--- src/rtl/hacd_pkg.sv ---
// Shared types, constants and lane-swap helpers for the hawk DDR write path.
// Imported by the AXI write initiator, its skid buffers and its bus interface.
package hacd_pkg;

    localparam int HACD_AXI4_ID_WIDTH   = 4;
    localparam int HACD_AXI4_ADDR_WIDTH = 64;
    localparam int HACD_AXI4_LEN_WIDTH  = 8;
    localparam int HACD_AXI4_DATA_WIDTH = 512;
    localparam int HACD_AXI4_STRB_WIDTH = 64;

    localparam logic [2:0] AXI_SIZE_64B   = 3'd6;
    localparam logic [1:0] AXI_BURST_INCR = 2'b01;
    localparam logic [1:0] AXI_RESP_OKAY  = 2'b00;

    typedef struct packed {
        logic [HACD_AXI4_ADDR_WIDTH-1:0] addr;
        logic [HACD_AXI4_DATA_WIDTH-1:0] data;
        logic [HACD_AXI4_STRB_WIDTH-1:0] strb;
        logic                            awvalid;
        logic                            wvalid;
    } axi_wr_reqpkt_t;

    typedef struct packed {
        logic awready;
        logic wready;
    } axi_wr_rdypkt_t;

    typedef struct packed {
        logic [1:0] bresp;
        logic       bvalid;
    } axi_wr_resppkt_t;

    typedef enum logic [1:0] {
        SKID_EMPTY = 2'd0,
        SKID_ONE   = 2'd1,
        SKID_FULL  = 2'd2
    } skid_state_e;

    function automatic logic [511:0] get_8byte_byteswap(
        input logic [511:0] d
    );
        logic [511:0] r;
        r = '0;
        for (int l = 0; l < 8; l++) begin
            for (int b = 0; b < 8; b++) begin
                r[l*64 + b*8 +: 8] = d[l*64 + (7-b)*8 +: 8];
            end
        end
        return r;
    endfunction

    function automatic logic [63:0] get_strb_swap(
        input logic [63:0] s
    );
        logic [63:0] r;
        r = '0;
        for (int l = 0; l < 8; l++) begin
            for (int b = 0; b < 8; b++) begin
                r[l*8 + b] = s[l*8 + 7 - b];
            end
        end
        return r;
    endfunction

endpackage

--- src/rtl/hawk_axiwr_initiator_if.sv ---
// AXI4 write-channel bundle (AW/W/B) between the initiator and DDR.
// master = initiator side, slave = memory side.
interface hawk_axiwr_initiator_if;
    import hacd_pkg::*;

    logic [HACD_AXI4_ID_WIDTH-1:0]   awid;
    logic [HACD_AXI4_ADDR_WIDTH-1:0] awaddr;
    logic [HACD_AXI4_LEN_WIDTH-1:0]  awlen;
    logic [2:0]                      awsize;
    logic [1:0]                      awburst;
    logic                            awvalid;
    logic                            awready;
    logic [HACD_AXI4_DATA_WIDTH-1:0] wdata;
    logic [HACD_AXI4_STRB_WIDTH-1:0] wstrb;
    logic                            wlast;
    logic                            wvalid;
    logic                            wready;
    logic [HACD_AXI4_ID_WIDTH-1:0]   bid;
    logic [1:0]                      bresp;
    logic                            bvalid;
    logic                            bready;

    modport master (
        output awid, awaddr, awlen, awsize, awburst, awvalid,
        output wdata, wstrb, wlast, wvalid, bready,
        input  awready, wready, bid, bresp, bvalid
    );

    modport slave (
        input  awid, awaddr, awlen, awsize, awburst, awvalid,
        input  wdata, wstrb, wlast, wvalid, bready,
        output awready, wready, bid, bresp, bvalid
    );

endinterface

--- src/rtl/hawk_skid_buf.sv ---
// Two-entry valid/ready buffer; in_ready depends only on registered state,
// so upstream never sees a combinational path from the downstream ready.
module hawk_skid_buf
    import hacd_pkg::*;
#(
    parameter int WIDTH = 64
) (
    input  logic             clk_i,
    input  logic             rst_i,
    input  logic             in_valid_i,
    output logic             in_ready_o,
    input  logic [WIDTH-1:0] in_data_i,
    output logic             out_valid_o,
    input  logic             out_ready_i,
    output logic [WIDTH-1:0] out_data_o
);

    skid_state_e      state_q, state_d;
    logic [WIDTH-1:0] e0_q, e0_d;
    logic [WIDTH-1:0] e1_q, e1_d;
    logic             push, pop;

    assign in_ready_o  = (state_q != SKID_FULL);
    assign out_valid_o = (state_q != SKID_EMPTY);
    assign out_data_o  = e0_q;
    assign push        = in_valid_i & in_ready_o;
    assign pop         = out_valid_o & out_ready_i;

    always_ff @(posedge clk_i) begin
        if (rst_i) begin
            state_q <= SKID_EMPTY;
        end else begin
            state_q <= state_d;
        end
        e0_q <= e0_d;
        e1_q <= e1_d;
    end

    // e0 is always the head; e1 only holds the second entry when FULL
    always_comb begin
        state_d = state_q;
        e0_d    = e0_q;
        e1_d    = e1_q;
        unique case (state_q)
            SKID_EMPTY: begin
                if (push) begin
                    e0_d    = in_data_i;
                    state_d = SKID_ONE;
                end
            end
            SKID_ONE: begin
                if (push && pop) begin
                    e0_d = in_data_i;
                end else if (push) begin
                    e1_d    = in_data_i;
                    state_d = SKID_FULL;
                end else if (pop) begin
                    state_d = SKID_EMPTY;
                end
            end
            SKID_FULL: begin
                if (pop) begin
                    e0_d    = e1_q;
                    state_d = SKID_ONE;
                end
            end
            default: state_d = SKID_EMPTY;
        endcase
    end

endmodule

--- src/rtl/hawk_axiwr_initiator.sv ---
// AXI4 single-beat 64B write initiator: buffers AW/W from the page-write
// manager, bounds outstanding writes and reports B responses back.
module hawk_axiwr_initiator
    import hacd_pkg::*;
#(
    parameter int AXI_ID          = 0,
    parameter int MAX_OUTSTANDING = 4,
    parameter int BYTESWAP_EN     = 1
) (
    input  logic                  clk_i,
    input  logic                  rst_i,
    input  axi_wr_reqpkt_t        wr_reqpkt_i,
    output axi_wr_rdypkt_t        wr_rdypkt_o,
    output axi_wr_resppkt_t       wr_resppkt_o,
    hawk_axiwr_initiator_if.master m_axi,
    output logic                  wr_err_o,
    output logic                  idle_o
);

    localparam int WW = HACD_AXI4_DATA_WIDTH + HACD_AXI4_STRB_WIDTH;
    localparam logic [3:0] CNT_MAX = 4'(MAX_OUTSTANDING);
    localparam logic [HACD_AXI4_ID_WIDTH-1:0] AWID =
        HACD_AXI4_ID_WIDTH'(AXI_ID);

    logic            aw_rdy, aw_vld, aw_ok, aw_hs;
    logic            w_rdy, w_vld;
    logic            b_hs, b_live;
    logic [WW-1:0]   w_in, w_out;
    logic [3:0]      cnt_q, cnt_d;
    logic            bready_q;
    logic            err_q, err_d;
    axi_wr_resppkt_t resp_q, resp_d;
    logic            unused_bid;

    assign w_in = (BYTESWAP_EN != 0)
        ? {get_8byte_byteswap(wr_reqpkt_i.data),
           get_strb_swap(wr_reqpkt_i.strb)}
        : {wr_reqpkt_i.data, wr_reqpkt_i.strb};

    assign aw_ok = (cnt_q < CNT_MAX);

    hawk_skid_buf #(.WIDTH(HACD_AXI4_ADDR_WIDTH)) u_aw_buf (
        .clk_i       (clk_i),
        .rst_i       (rst_i),
        .in_valid_i  (wr_reqpkt_i.awvalid),
        .in_ready_o  (aw_rdy),
        .in_data_i   (wr_reqpkt_i.addr),
        .out_valid_o (aw_vld),
        .out_ready_i (m_axi.awready & aw_ok),
        .out_data_o  (m_axi.awaddr)
    );

    hawk_skid_buf #(.WIDTH(WW)) u_w_buf (
        .clk_i       (clk_i),
        .rst_i       (rst_i),
        .in_valid_i  (wr_reqpkt_i.wvalid),
        .in_ready_o  (w_rdy),
        .in_data_i   (w_in),
        .out_valid_o (w_vld),
        .out_ready_i (m_axi.wready),
        .out_data_o  (w_out)
    );

    assign m_axi.awid    = AWID;
    assign m_axi.awlen   = '0;
    assign m_axi.awsize  = AXI_SIZE_64B;
    assign m_axi.awburst = AXI_BURST_INCR;
    assign m_axi.awvalid = aw_vld & aw_ok;
    assign m_axi.wdata   = w_out[WW-1 -: HACD_AXI4_DATA_WIDTH];
    assign m_axi.wstrb   = w_out[HACD_AXI4_STRB_WIDTH-1:0];
    assign m_axi.wlast   = 1'b1;
    assign m_axi.wvalid  = w_vld;
    assign m_axi.bready  = bready_q;

    assign wr_rdypkt_o.awready = aw_rdy;
    assign wr_rdypkt_o.wready  = w_rdy;
    assign wr_resppkt_o        = resp_q;
    assign wr_err_o            = err_q;
    assign idle_o = ~aw_vld & ~w_vld & (cnt_q == 4'd0);
    assign unused_bid          = ^m_axi.bid;

    assign aw_hs  = m_axi.awvalid & m_axi.awready;
    assign b_hs   = m_axi.bvalid & bready_q;
    // B with nothing outstanding belongs to a write lost to reset
    assign b_live = b_hs & (cnt_q != 4'd0);

    always_comb begin
        cnt_d = cnt_q;
        unique case ({aw_hs, b_live})
            2'b10:   cnt_d = cnt_q + 4'd1;
            2'b01:   cnt_d = cnt_q - 4'd1;
            default: cnt_d = cnt_q;
        endcase
        resp_d.bvalid = b_live;
        resp_d.bresp  = m_axi.bresp;
        err_d         = err_q | (b_live & m_axi.bresp[1]);
    end

    always_ff @(posedge clk_i) begin
        if (rst_i) begin
            cnt_q    <= 4'd0;
            bready_q <= 1'b0;
            err_q    <= 1'b0;
            resp_q   <= '0;
        end else begin
            cnt_q    <= cnt_d;
            bready_q <= 1'b1;
            err_q    <= err_d;
            resp_q   <= resp_d;
        end
    end

endmodule

--- src/flat_wrapper.sv ---
// flat-port wrapper written by rule: the top's interface ports become plain ports
module hawk_axiwr_initiator_flat import hacd_pkg::*;
#(
    parameter int AXI_ID          = 0,
    parameter int MAX_OUTSTANDING = 4,
    parameter int BYTESWAP_EN     = 1
)
  (clk_i, rst_i, wr_reqpkt_i, wr_rdypkt_o, wr_resppkt_o, wr_err_o, idle_o, m_axi_awid, m_axi_awaddr, m_axi_awlen, m_axi_awsize, m_axi_awburst, m_axi_awvalid, m_axi_wdata, m_axi_wstrb, m_axi_wlast, m_axi_wvalid, m_axi_bready, m_axi_awready, m_axi_wready, m_axi_bid, m_axi_bresp, m_axi_bvalid);
  hawk_axiwr_initiator_if m_axi_i ();
  input  logic clk_i;
  input  logic rst_i;
  input  axi_wr_reqpkt_t wr_reqpkt_i;
  output axi_wr_rdypkt_t wr_rdypkt_o;
  output axi_wr_resppkt_t wr_resppkt_o;
  output logic wr_err_o;
  output logic idle_o;
  output wire logic [$bits(m_axi_i.awid)-1:0] m_axi_awid;
  output wire logic [$bits(m_axi_i.awaddr)-1:0] m_axi_awaddr;
  output wire logic [$bits(m_axi_i.awlen)-1:0] m_axi_awlen;
  output wire logic [$bits(m_axi_i.awsize)-1:0] m_axi_awsize;
  output wire logic [$bits(m_axi_i.awburst)-1:0] m_axi_awburst;
  output wire logic [$bits(m_axi_i.awvalid)-1:0] m_axi_awvalid;
  output wire logic [$bits(m_axi_i.wdata)-1:0] m_axi_wdata;
  output wire logic [$bits(m_axi_i.wstrb)-1:0] m_axi_wstrb;
  output wire logic [$bits(m_axi_i.wlast)-1:0] m_axi_wlast;
  output wire logic [$bits(m_axi_i.wvalid)-1:0] m_axi_wvalid;
  output wire logic [$bits(m_axi_i.bready)-1:0] m_axi_bready;
  input wire logic [$bits(m_axi_i.awready)-1:0] m_axi_awready;
  input wire logic [$bits(m_axi_i.wready)-1:0] m_axi_wready;
  input wire logic [$bits(m_axi_i.bid)-1:0] m_axi_bid;
  input wire logic [$bits(m_axi_i.bresp)-1:0] m_axi_bresp;
  input wire logic [$bits(m_axi_i.bvalid)-1:0] m_axi_bvalid;
  assign m_axi_awid = m_axi_i.awid;
  assign m_axi_awaddr = m_axi_i.awaddr;
  assign m_axi_awlen = m_axi_i.awlen;
  assign m_axi_awsize = m_axi_i.awsize;
  assign m_axi_awburst = m_axi_i.awburst;
  assign m_axi_awvalid = m_axi_i.awvalid;
  assign m_axi_wdata = m_axi_i.wdata;
  assign m_axi_wstrb = m_axi_i.wstrb;
  assign m_axi_wlast = m_axi_i.wlast;
  assign m_axi_wvalid = m_axi_i.wvalid;
  assign m_axi_bready = m_axi_i.bready;
  assign m_axi_i.awready = m_axi_awready;
  assign m_axi_i.wready = m_axi_wready;
  assign m_axi_i.bid = m_axi_bid;
  assign m_axi_i.bresp = m_axi_bresp;
  assign m_axi_i.bvalid = m_axi_bvalid;
  hawk_axiwr_initiator #(.AXI_ID(AXI_ID), .MAX_OUTSTANDING(MAX_OUTSTANDING), .BYTESWAP_EN(BYTESWAP_EN)) u_core (.clk_i(clk_i), .rst_i(rst_i), .wr_reqpkt_i(wr_reqpkt_i), .wr_rdypkt_o(wr_rdypkt_o), .wr_resppkt_o(wr_resppkt_o), .m_axi(m_axi_i), .wr_err_o(wr_err_o), .idle_o(idle_o));
endmodule
--- config.mk ---
export PLATFORM = sky130hd
export DESIGN_NAME = hawk_axiwr_initiator_flat
export DESIGN_NICKNAME = d
export VERILOG_FILES = /design/src/rtl/hacd_pkg.sv /design/src/rtl/hawk_axiwr_initiator_if.sv /design/src/rtl/hawk_skid_buf.sv /design/src/rtl/hawk_axiwr_initiator.sv /design/src/flat_wrapper.sv
export SDC_FILE = /design/constraint.sdc
export NUM_CORES = 2
export LEC_CHECK = 0
export ABC_AREA = 1
export CAP_MARGIN = 20
export CORE_AREA = 2 2 520 522
export CTS_BUF_LIST = sky130_fd_sc_hd__clkbuf_8
export DETAILED_ROUTE_END_ITERATION = 10
export DIE_AREA = 0 0 522 524
export PLACE_DENSITY = 0.4
export REMOVE_ABC_BUFFERS = 1
export SLEW_MARGIN = 20
export SYNTH_ARGS = -nofsm -noshare
export SYNTH_HDL_FRONTEND = slang
export SYNTH_HIERARCHICAL = 1
export SYNTH_SLANG_ARGS = --single-unit
export TNS_END_PERCENT = 10
--- constraint.sdc ---
create_clock -name clk_i -period 41.7 [get_ports clk_i]
set_clock_uncertainty 0.05 [all_clocks]
set_input_delay 8.34 -clock clk_i [delete_from_list [all_inputs] [get_ports clk_i]]
set_output_delay 8.34 -clock clk_i [all_outputs]
set_load 0.03 [all_outputs]
==> run metrics <==
status finished, final reports clean; Distinct cells, synth 28; Worst EP arrival 2980 ps; wire per inst 23.9 um; Async SR Flop Fraction 0%; synthesized area per cell 13.8 um2; number of clock buffers inserted by TritonCTS 245; Max Slew Vio Count 0; ys flop type edfxtp_1; cells resized by post-CTS repair 0; reg-to-reg slack, setup 36690 ps; pre-CTS WS 29510 ps; min cycle time layout 11370 ps; routed wire length 208 mm; Post-synth top cells nand2_1 (1299), edfxtp_1 (1280), nand3_1 (648), buf_2 (116), buf_6 (61); Synth top area share 78.6%; CTS max path bufs 4; # H-tree levels 4; antenna-violating nets left 0; Synth area leader edfxtp_1; first-pass GRT wire length 278 mm; CP Class flip-flop to output pin; CTS Hold Bufs 0; DRC violations left 0; synthesis-to-finish area growth 42.7%; VDD IR max 27.2 uV; setup TNS 0 ps; DRT iter0 DRCs 2431; Root Driver clkbuf_8; Die X 522 um; Rel. slew slack 17.7%; dpl cell area 0.0651 mm2; Req. time, crit path 33310 ps; layout cells sized above 1 7.13%; GP Congestion 0.837; worst-case reg-to-reg path depth 7; GRT Overall Usage 14.4%; Worst R2R Start u_core/u_w_buf/state_q[0]$_SDFFE_PP0P_; drt first pass iters 5; final hold violation count 0; final setup vio count 0; Hold Path Class flip-flop to flip-flop; final worst slack 30330 ps; clock-pin slew on the worst setup and hold paths 60 ps; CTS tree built; Post-CTS Repair Setup Buffers 0; Crit Reg-Reg Endpoint u_core/u_w_buf/e1_q[400]$_DFFE_PP_; die height 524 um; top cells by area, synth edfxtp_1 (79%), nand2_1 (10%), nand3_1 (6.6%); Hold Path Sink u_core/wr_err_o$_SDFF_PP0_; part of the cycle the worst path needs 27.3%; Clock Sinks 1293; initial core utilization 18.3%; Max Fclk 88.0 MHz; Buffers on Ports 1298; DIE AREA 0.274 mm2; vias in the first global route 33900; actual slew at the worst max-slew pin 1230 ps; synthesized area 0.0489 mm2; sequential area share after synthesis 79.2%; nets 5577; num ports 1321; antenna violations before repair 112; Worst Setup End Kind output pin; #FFs+latches synth 1293; Yosys warning count 6; crit path launch type flip-flop; # rows 190; core footprint 0.267 mm2; clk_lat worst skew 990 ps; final core area utilization 26.1%; grt ovf 0; detailed-placement wirelength estimate 144 mm; vias 33700; count leader, synth nand2_1; max_cap viols 0; unrepaired setup endpoints after global routing false; post-route cell area 0.0697 mm2; via density per instance 3.88; synthesized instance count 3544; leakage power 25.8 nW; WHS Path Cells 1; EDFF count, synth 1280; hold_sp u_core/wr_err_o$_SDFF_PP0_; CP max FO 49; largest net degree at the start of global routing 144; Pwr Density 47.9 mW/mm2
==> metrics by stage <==
stage,hold WS [ps],instances,power [mW]
2_1_floorplan,464,3327,1.95
3_3_place_gp,446,8226,2.18
3_5_place_dp,467,8226,2.18
4_1_cts,441,8668,3.42
5_1_grt,463,8678,3.49
6_report,456,8691,3.34
==> cells in the final DEF, fill, tap and decap left out, drive strengths merged <==
| cell type | synthesis | final |
|---|---|---|
| diode | 0 | 23 |
| nand2 | 1300 | 1300 |
| conb | 2 | 18 |
| nor3b | 1 | 1 |
| nand4 | 2 | 2 |
| a22o | 1 | 1 |
| xnor2 | 2 | 2 |
| a21oi | 7 | 7 |
| nor3 | 2 | 2 |
| o21ai | 3 | 3 |
| edfxtp | 1280 | 1280 |
| clkinv | 0 | 81 |
| dfxtp | 13 | 13 |
| nand3 | 649 | 649 |
| clkdlybuf4s50 | 0 | 1298 |
| buf | 232 | 49 |
| ha | 3 | 3 |
| clkinvlp | 0 | 7 |
| bufinv | 0 | 7 |
| inv | 27 | 120 |
| xor2 | 1 | 1 |
| clkbuf | 1 | 254 |
| nor2 | 18 | 18 |
==> critical path: stages, from the launching register on <==
cell	delay, ps
dfxtp_1	540
inv_8	210
nand2_8	370
clkdlybuf4s50_1	750
==> worst max-delay path by stage <==
stage	cells after the start	slack, ps	end	from
2_1_floorplan	4	1900	u_core/u_w_buf/out_data_o[0]$_DFFE_PP_	u_core/u_w_buf/state_q[1]$_SDFFE_PP0P_
3_3_place_gp	5	29480	u_core/u_w_buf/e1_q[211]$_DFFE_PP_	wr_reqpkt_i[0]
3_5_place_dp	6	29510	u_core/u_w_buf/e1_q[205]$_DFFE_PP_	m_axi_wready
4_1_cts	3	30080	wr_rdypkt_o[0]	u_core/u_w_buf/state_q[0]$_SDFFE_PP0P_
5_1_grt	3	30110	wr_rdypkt_o[0]	u_core/u_w_buf/state_q[0]$_SDFFE_PP0P_
6_report	3	30330	wr_rdypkt_o[0]	u_core/u_w_buf/state_q[0]$_SDFFE_PP0P_
==> metal layers <==
metal,GRT usage [%],part of all wire [%],vias to the layer above
met2,23.7,48,1576
met4,6.07,3.7,32
met3,6.75,11,419
met1,16.0,37,16300
met5,0,0.099,-
li1,-,-,15400
==> where the power goes <==
part	internal (mW)	total [mW]	switching, mW
Clock	0.608	1.20	0.588
Combinational	0.198	0.565	0.367
Sequential	1.55	1.58	0.0285
Total	2.36	3.34	0.984
==> cell families (layout without fill, tap and decap cells) <==
group | Yosys count | in the layout | synth area share [%]
buf+inv | 260 | 1816 | 3.67
other cells | 2 | 41 | 0.0154
simple gates | 1972 | 1972 | 16.9
fa+ha+maj | 3 | 3 | 0.0768
compound gates | 11 | 11 | 0.128
xor+xnor | 3 | 3 | 0.0538
flops | 1293 | 1293 | 79.2
==> registers in the layout, summed over array words and instances, names as in the netlist <==
| name | cells |
|---|---|
| u_core/cnt_q | 4 |
| u_core/u_w_buf/out_data_o | 576 |
| u_core/m_axi.bready | 1 |
| u_core/wr_resppkt_o | 3 |
| u_core/u_w_buf/e1_q | 576 |
| u_core/u_aw_buf/state_q | 2 |
| u_core/u_aw_buf/e1_q | 64 |
| u_core/u_aw_buf/out_data_o | 64 |
| u_core/wr_err_o | 1 |
| u_core/u_w_buf/state_q | 2 |
==> layout make-up <==
type / count / area [um2]
clock buffers: 254 / 3500
clock inverters: 188 / 1040
multi-input cells: 2007 / 8480
fillers: 28000 / 198000
repair buffers: 1347 / 13400
flip-flops and latches: 1293 / 38700
diodes: 23 / 57.6
well taps: 3552 / 4440
inverters: 27 / 116
Power figures use the tool's default switching activity.
